$ cat src/rtl/mem_arbiter.sv
// Arbitrates one external memory port between instruction fetch and data access.
// Data has priority. A starvation counter bounds how long a waiting fetch can be
// held off. Optional `MEM_ARB_LOCK_EN` adds data_m_lock, which holds the data grant.
module mem_arbiter #(
  parameter int unsigned STARVE_LIMIT = 4
) (
  input  logic        clk,
  input  logic        reset,
  input  logic [19:1] instr_m_addr,
  input  logic        instr_m_access,
  output logic        instr_m_ack,
  output logic [15:0] instr_m_data_in,
  input  logic [19:1] data_m_addr,
  input  logic [15:0] data_m_data_out,
  input  logic        data_m_access,
  input  logic        data_m_wr_en,
  input  logic [1:0]  data_m_bytesel,
`ifdef MEM_ARB_LOCK_EN
  input  logic        data_m_lock,
`endif
  output logic        data_m_ack,
  output logic [15:0] data_m_data_in,
  output logic [19:1] q_m_addr,
  output logic [15:0] q_m_data_out,
  output logic        q_m_access,
  output logic        q_m_wr_en,
  output logic [1:0]  q_m_bytesel,
  input  logic        q_m_ack,
  input  logic [15:0] q_m_data_in
);

  typedef enum logic [1:0] {IDLE, GNT_I, GNT_D} state_t;

  localparam logic [3:0] LIMIT   = 4'(STARVE_LIMIT);
  localparam logic [3:0] CNT_MAX = 4'd15;

  state_t     state_reg, state_next;
  logic [3:0] starve_cnt_reg, starve_cnt_next;
  logic       instr_done, data_done, lock_hold;

  // The caller passes the post-update count, so the grant that completes the
  // starvation window hands the port to the fetch without an extra data grant.
  function automatic state_t arbitrate(input logic d_req, input logic i_req,
                                       input logic [3:0] cnt);
    state_t pick;
    pick = IDLE;
    if (d_req && i_req)
      pick = (cnt >= LIMIT) ? GNT_I : GNT_D;
    else if (d_req)
      pick = GNT_D;
    else if (i_req)
      pick = GNT_I;
    return pick;
  endfunction

  assign instr_done = (state_reg == GNT_I) && q_m_ack;
  assign data_done  = (state_reg == GNT_D) && q_m_ack;

`ifdef MEM_ARB_LOCK_EN
  assign lock_hold = (state_reg == GNT_D) && data_m_lock;
`else
  assign lock_hold = 1'b0;
`endif

  always_ff @(posedge clk or negedge reset) begin
    if (!reset) begin
      state_reg      <= IDLE;
      starve_cnt_reg <= '0;
    end else begin
      state_reg      <= state_next;
      starve_cnt_reg <= starve_cnt_next;
    end
  end

  always_comb begin
    starve_cnt_next = starve_cnt_reg;
    if (instr_done)
      starve_cnt_next = '0;
    else if (data_done && !lock_hold) begin
      if (instr_m_access)
        starve_cnt_next = (starve_cnt_reg == CNT_MAX) ? CNT_MAX : starve_cnt_reg + 4'd1;
      else
        starve_cnt_next = '0;
    end
  end

  always_comb begin
    state_next = state_reg;
    case (state_reg)
      IDLE:  state_next = arbitrate(data_m_access, instr_m_access, starve_cnt_reg);
      GNT_I: begin
        if (q_m_ack)
          state_next = arbitrate(data_m_access, instr_m_access, starve_cnt_next);
        else if (!instr_m_access)
          state_next = IDLE;
      end
      GNT_D: begin
        if (q_m_ack)
          state_next = lock_hold ? GNT_D
                                 : arbitrate(data_m_access, instr_m_access, starve_cnt_next);
        else if (!data_m_access)
          state_next = IDLE;
      end
      default: state_next = IDLE;
    endcase
  end

  // Read data is shared. Only the granted requester sees an ack.
  assign instr_m_data_in = q_m_data_in;
  assign data_m_data_in  = q_m_data_in;

  always_comb begin
    q_m_addr     = '0;
    q_m_data_out = '0;
    q_m_access   = 1'b0;
    q_m_wr_en    = 1'b0;
    q_m_bytesel  = 2'b00;
    instr_m_ack  = 1'b0;
    data_m_ack   = 1'b0;
    case (state_reg)
      GNT_I: begin
        q_m_addr    = instr_m_addr;
        q_m_access  = instr_m_access;
        q_m_bytesel = 2'b11;
        instr_m_ack = q_m_ack;
      end
      GNT_D: begin
        q_m_addr     = data_m_addr;
        q_m_data_out = data_m_data_out;
        q_m_access   = data_m_access;
        q_m_wr_en    = data_m_wr_en;
        q_m_bytesel  = data_m_bytesel;
        data_m_ack   = q_m_ack;
      end
      default: ;
    endcase
  end

endmodule

$ cat config.mk
export PLATFORM = sky130hd
export DESIGN_NAME = mem_arbiter
export DESIGN_NICKNAME = d
export VERILOG_FILES = /design/src/rtl/mem_arbiter.sv
export SDC_FILE = /design/constraint.sdc
export NUM_CORES = 1
export LEC_CHECK = 0
export ABC_CLOCK_PERIOD_IN_PS = 1900
export CAP_MARGIN = 15
export CORE_MARGIN = 5
export CORE_UTILIZATION = 25
export DETAILED_ROUTE_END_ITERATION = 10
export GPL_TIMING_DRIVEN = 0
export MAX_ROUTING_LAYER = met4
export PLACE_DENSITY = 0.81
export SYNTH_ARGS = -nofsm -noshare
export SYNTH_HDL_FRONTEND = slang
export SYNTH_SLANG_ARGS = --single-unit
$ cat constraint.sdc
create_clock -name clk -period 1.9 [get_ports clk]
set_input_delay 0.38 -clock clk [delete_from_list [all_inputs] [get_ports clk]]
set_output_delay 0.38 -clock clk [all_outputs]
set_load 0.03 [all_outputs]
* After elaboration in Yosys (flattened, before gate mapping)
Cells that the tools add are included.
Cells by class: add/subtract/negate cells 1, magnitude comparators 2, equality and inequality tests 5, mux-type cells 22, reductions and logical operators 5
Operators by type and width (count):
- $pmux W19 S2 | 1
- $mux W2 | 9
- $mux W16 | 1
- $mux W4 | 4
- $ge A4 B3 Y1 const B | 2
- $ne A3 B3 Y1 const B | 2
- $pmux W2 S3 | 1
- $add A4 B1 Y4 const B | 1
- $eq A4 B4 Y1 const B | 1
- $mux W1 | 4
- $pmux W2 S2 | 1
- $logic_and A1 B1 Y1 | 3
- $eq A2 B1 Y1 const B | 1
- $eq A2 B2 Y1 const B | 1
- $logic_not A2 Y1 | 1
- $pmux W1 S2 | 1
- $reduce_and A2 Y1 | 1
Word-level totals: register bits 6

* Logic depth before layout (Yosys ltp)
depth after elaboration 10, gate-level depth with buffers 7, depth with buffers taken out 7

* Worst setup path after synthesis
OpenSTA, ideal clock, no wires.
path type register to output, start reg state_reg[1], end out q_m_addr[14] (netlist name), arrival 1623 ps, setup slack -103 ps, cell stages (with the launch flop) 7, buffers on the path 2, path through dfrtp_1 -> inv_1 -> ha_1 -> clkbuf_1 -> clkbuf_1 -> a22oi_1 -> nor2b_1
Between the ends: longest elaborated chain between the ends 2, elaborated cells between the ends (all ways) 3, those cells by class eq/ne: 2; mux: 1
Ends and longest elaborated chain:
- start, declared | line 37 | state_t state_reg, state_next;
- start signal, assigned | line 70 | state_reg <= state_next;
- $eq A2 B2 Y1 / $eq A2 B1 Y1 (equally long branches) | line 120 | case (state_reg)
- $pmux W19 S2 * | line 120
- end, declared | line 23 | output logic [19:1] q_m_addr,
Every way passes the cells marked *; elsewhere a longest branch is shown, timed or not.

* Worst setup path after layout
start reg state_reg[0], end out q_m_addr[18] (netlist name)
Same word-level chain as after synthesis.

==> results.md <==
* Fin worst setup slack at -0.00481 ns
* RR Startpoint: state_reg[1]$_DFFE_PN0P_
* Leading cell type in the layout, fill and taps excluded: clkdlybuf4s50_1
* Clock latency on the worst-skew pair at between 0.2 and 0.25 ns
* Vias post-DR at between 1500 and 2000
* Initial antenna violation count at 0
* 1st-iter DRT viols at 46
* Synthesized cell area at between 1000 and 1500 um2
* Routability congestion estimate at ~0.84
* FF/Latch Area at between 150 and 200 um2
* Fin. Hold Viols at 0
* Final setup violation count at 1
* Delay-heaviest family, CP: flip-flops
* Reg2reg end: state_reg[0]$_DFFE_PN0P_
* Max_cap viols at 0
* Yosys Warn Count at 0
* Slowest CP cell: dfrtp_2
* Core Region at 4380 um2
* Sequential share of the synthesized area at 13.2%
* Die area at roughly 6000 um2
* RSZ-0062 raised after global routing: yes
* Worst EP required at 1.52 ns
* Post-route setup TNS at -0.00481 ns
* R2R depth at 6
* IO Port Bufs at between 100 and 150
* Syn Area/Cell at between 7 and 8 um2
* Worst Setup SP: state_reg[0]$_DFFE_PN0P_
* Final Skew at roughly 0.0025 ns
* Gate Count Post-Synth at between 150 and 200
* PwrDens at 1220 nW/um2
* Worst path cell trace: inv_4 -> ha_4 -> buf_8 -> a22oi_1 -> nor2b_4 -> buf_6
* Number of global-route vias before repair at about 1700
* WL final at 5720 um
* WP data arrival at 1.52 ns
* Critical path fanouts, max at 10
* CP Launch Type: register
* Fmax at 525 MHz
* Initial DRT Pass Iterations at 4
* DIE WIDTH at 77.5 um
* Net Count, Synth at 239
* Highest-count cells in the layout ignoring fill and taps: 92 x clkdlybuf4s50_1, 39 x buf_4, 30 x buf_6, 15 x a22oi_2, 15 x nor2b_2
* Vias per cell at ~4.7
* Final ANT Viol Nets at 0
* Peak VDD IR at roughly 600 uV
* Final #Nets at 381
* Worst Setup EP: q_m_addr[18]
* Largest net degree at the start of global routing at 11
* Status: finished with violations
* Ports at between 150 and 200
* Initial Util at about a quarter
* Post-placement cell area at about 2600 um2
* Count of different cell masters after synthesis at 28
* Wirelength per Cell at 16.4 um
* Worst min path class: primary input to async pin
* Yosys reg bits at 6
* Clk pin slew, worst setup/hold paths at roughly 0.04 ns
* CP Depth at 6
* Worst path bufs/invs at 3
* Ant. Diodes at 0
* Drc violations at 0
* CP Capture Type: output pin
* Slowest cell delay on critical path at between 0.4 and 0.5 ns
* Max reg flops at 4
* Finished Cell Area at slightly below 3000 um2
* HPWL Detailed at ~4700 um
* Power, Total at between 3 and 4 mW
* Clock Tree Root: clkbuf_8
* Post-Place Worst Slack at -0.833 ns
* Worst hold slack at 0.401 ns
* Fin. max-slew vios at 0
* Clk buf depth at 2
* Row cnt at 24
* Final min period at about 1.9 ns
* Syn-to-layout area delta at 160%
* Fill count at between 300 and 400
* Critical path class: register to output pin
* Violated checks: negative setup slack
* Reg2Reg Setup Slack at approximately 0.18 ns
* GR Util All Layers at between 10% and 20%
* Share of layout cells above drive strength 1 at 49.3%
* Lkg Pwr at about 1.2 nW
* Die height at around 77 um
* TritonCTS Buffers at 3
* Worst-Margin Slew at 0.444 ns
* Multi-input logic area at 907 um2
* CTS tree: built
* H-tree Lvls at 1
* First-pass GRT wire length at 8540 um
* Worst slew margin at roughly 70%
* Final period utilization at 100%
* GR Overflow Total at 0
* Clk sinks at 6
[worst min path at each step]
stage | end | slack [ns]
after floorplan | starve_cnt_reg[0]$_DFF_PN0_ | 0.08
after global placement | starve_cnt_reg[1]$_DFF_PN0_ | 0.56
after detailed placement | state_reg[1]$_DFFE_PN0P_ | 0.58
after CTS | starve_cnt_reg[0]$_DFF_PN0_ | 0.41
after global routing | starve_cnt_reg[0]$_DFF_PN0_ | 0.43
final | starve_cnt_reg[0]$_DFF_PN0_ | 0.40
[power by group]
group	internal, mW	switching, mW	total, mW
Combinational	1.63	1.56	3.19
Sequential	0.171	0.0647	0.236
Clock	0.136	0.0547	0.191
Total	1.94	1.68	3.62
[stage by stage]
step	instances	util (%)
after global routing	348	67.5
after detailed placement	341	59.3
after CTS	347	62.7
after global placement	341	59.3
after floorplan	156	-
final	348	67.5
[layout make-up]
cell class / instances / share of cell area (%)
flip-flops and latches: 6 / 5.11
inverters: 5 / 0.719
well taps: 52 / 2.20
clock buffers: 3 / 1.39
multi-input cells: 102 / 30.6
plain buffers: 41 / 12.1
repair buffers: 139 / 47.8
[metal layers]
metal	global-route usage, %	wire length (um)	vias to the layer above
met5	-	0	-
met4	4.12	69	0
met3	3.47	428	6
met2	33.6	3220	79
met1	18.8	2000	763
li1	-	-	787
[Yosys cell counts]
library cell / instances / area share [%]
nor2b_1: 23 / 13
and2_1: 19 / 10
inv_2: 1 / 0.33
nand3_1: 2 / 0.88
o21ai_0: 3 / 1.3
nand2_2: 1 / 0.55
buf_2: 1 / 0.44
a21oi_1: 6 / 2.6
a2111oi_0: 1 / 0.77
buf_4: 32 / 21
a41oi_1: 1 / 0.77
nand2_1: 5 / 1.7
clkbuf_1: 10 / 3.3
a22oi_1: 20 / 13
nand2b_1: 1 / 0.55
dfrtp_1: 6 / 13
o2111ai_1: 3 / 2.3
a2bb2oi_1: 1 / 0.77
o211ai_1: 1 / 0.66
nor2_1: 3 / 0.99
nand4bb_1: 1 / 0.99
nor3_1: 1 / 0.44
inv_1: 4 / 1.3
nand4_1: 1 / 0.55
ha_1: 5 / 5.5
a31oi_1: 2 / 1.1
a211oi_1: 1 / 0.66
or4b_1: 1 / 0.88
[logic make-up (layout without fill, tap and decap cells)]
family	after synthesis	count (layout)	synth area share [%]
and+or+nand+nor	58	58	30.6
buffers and inverters	48	188	26.5
AOI/OAI and AO/OA	39	39	24.2
DFF	6	6	13.2
adders and majority gates	5	5	5.50
[repair_timing]
item                       4_1_cts  5_1_grt
pin swaps                        0        5
setup endpoints to repair       41       41
cloned                           2        2
hold buffers                     0        0
hold endpoints to repair         0        0
setup buffers                    2        0
gates resized for setup        287       57
Power figures use the tool's default switching activity.
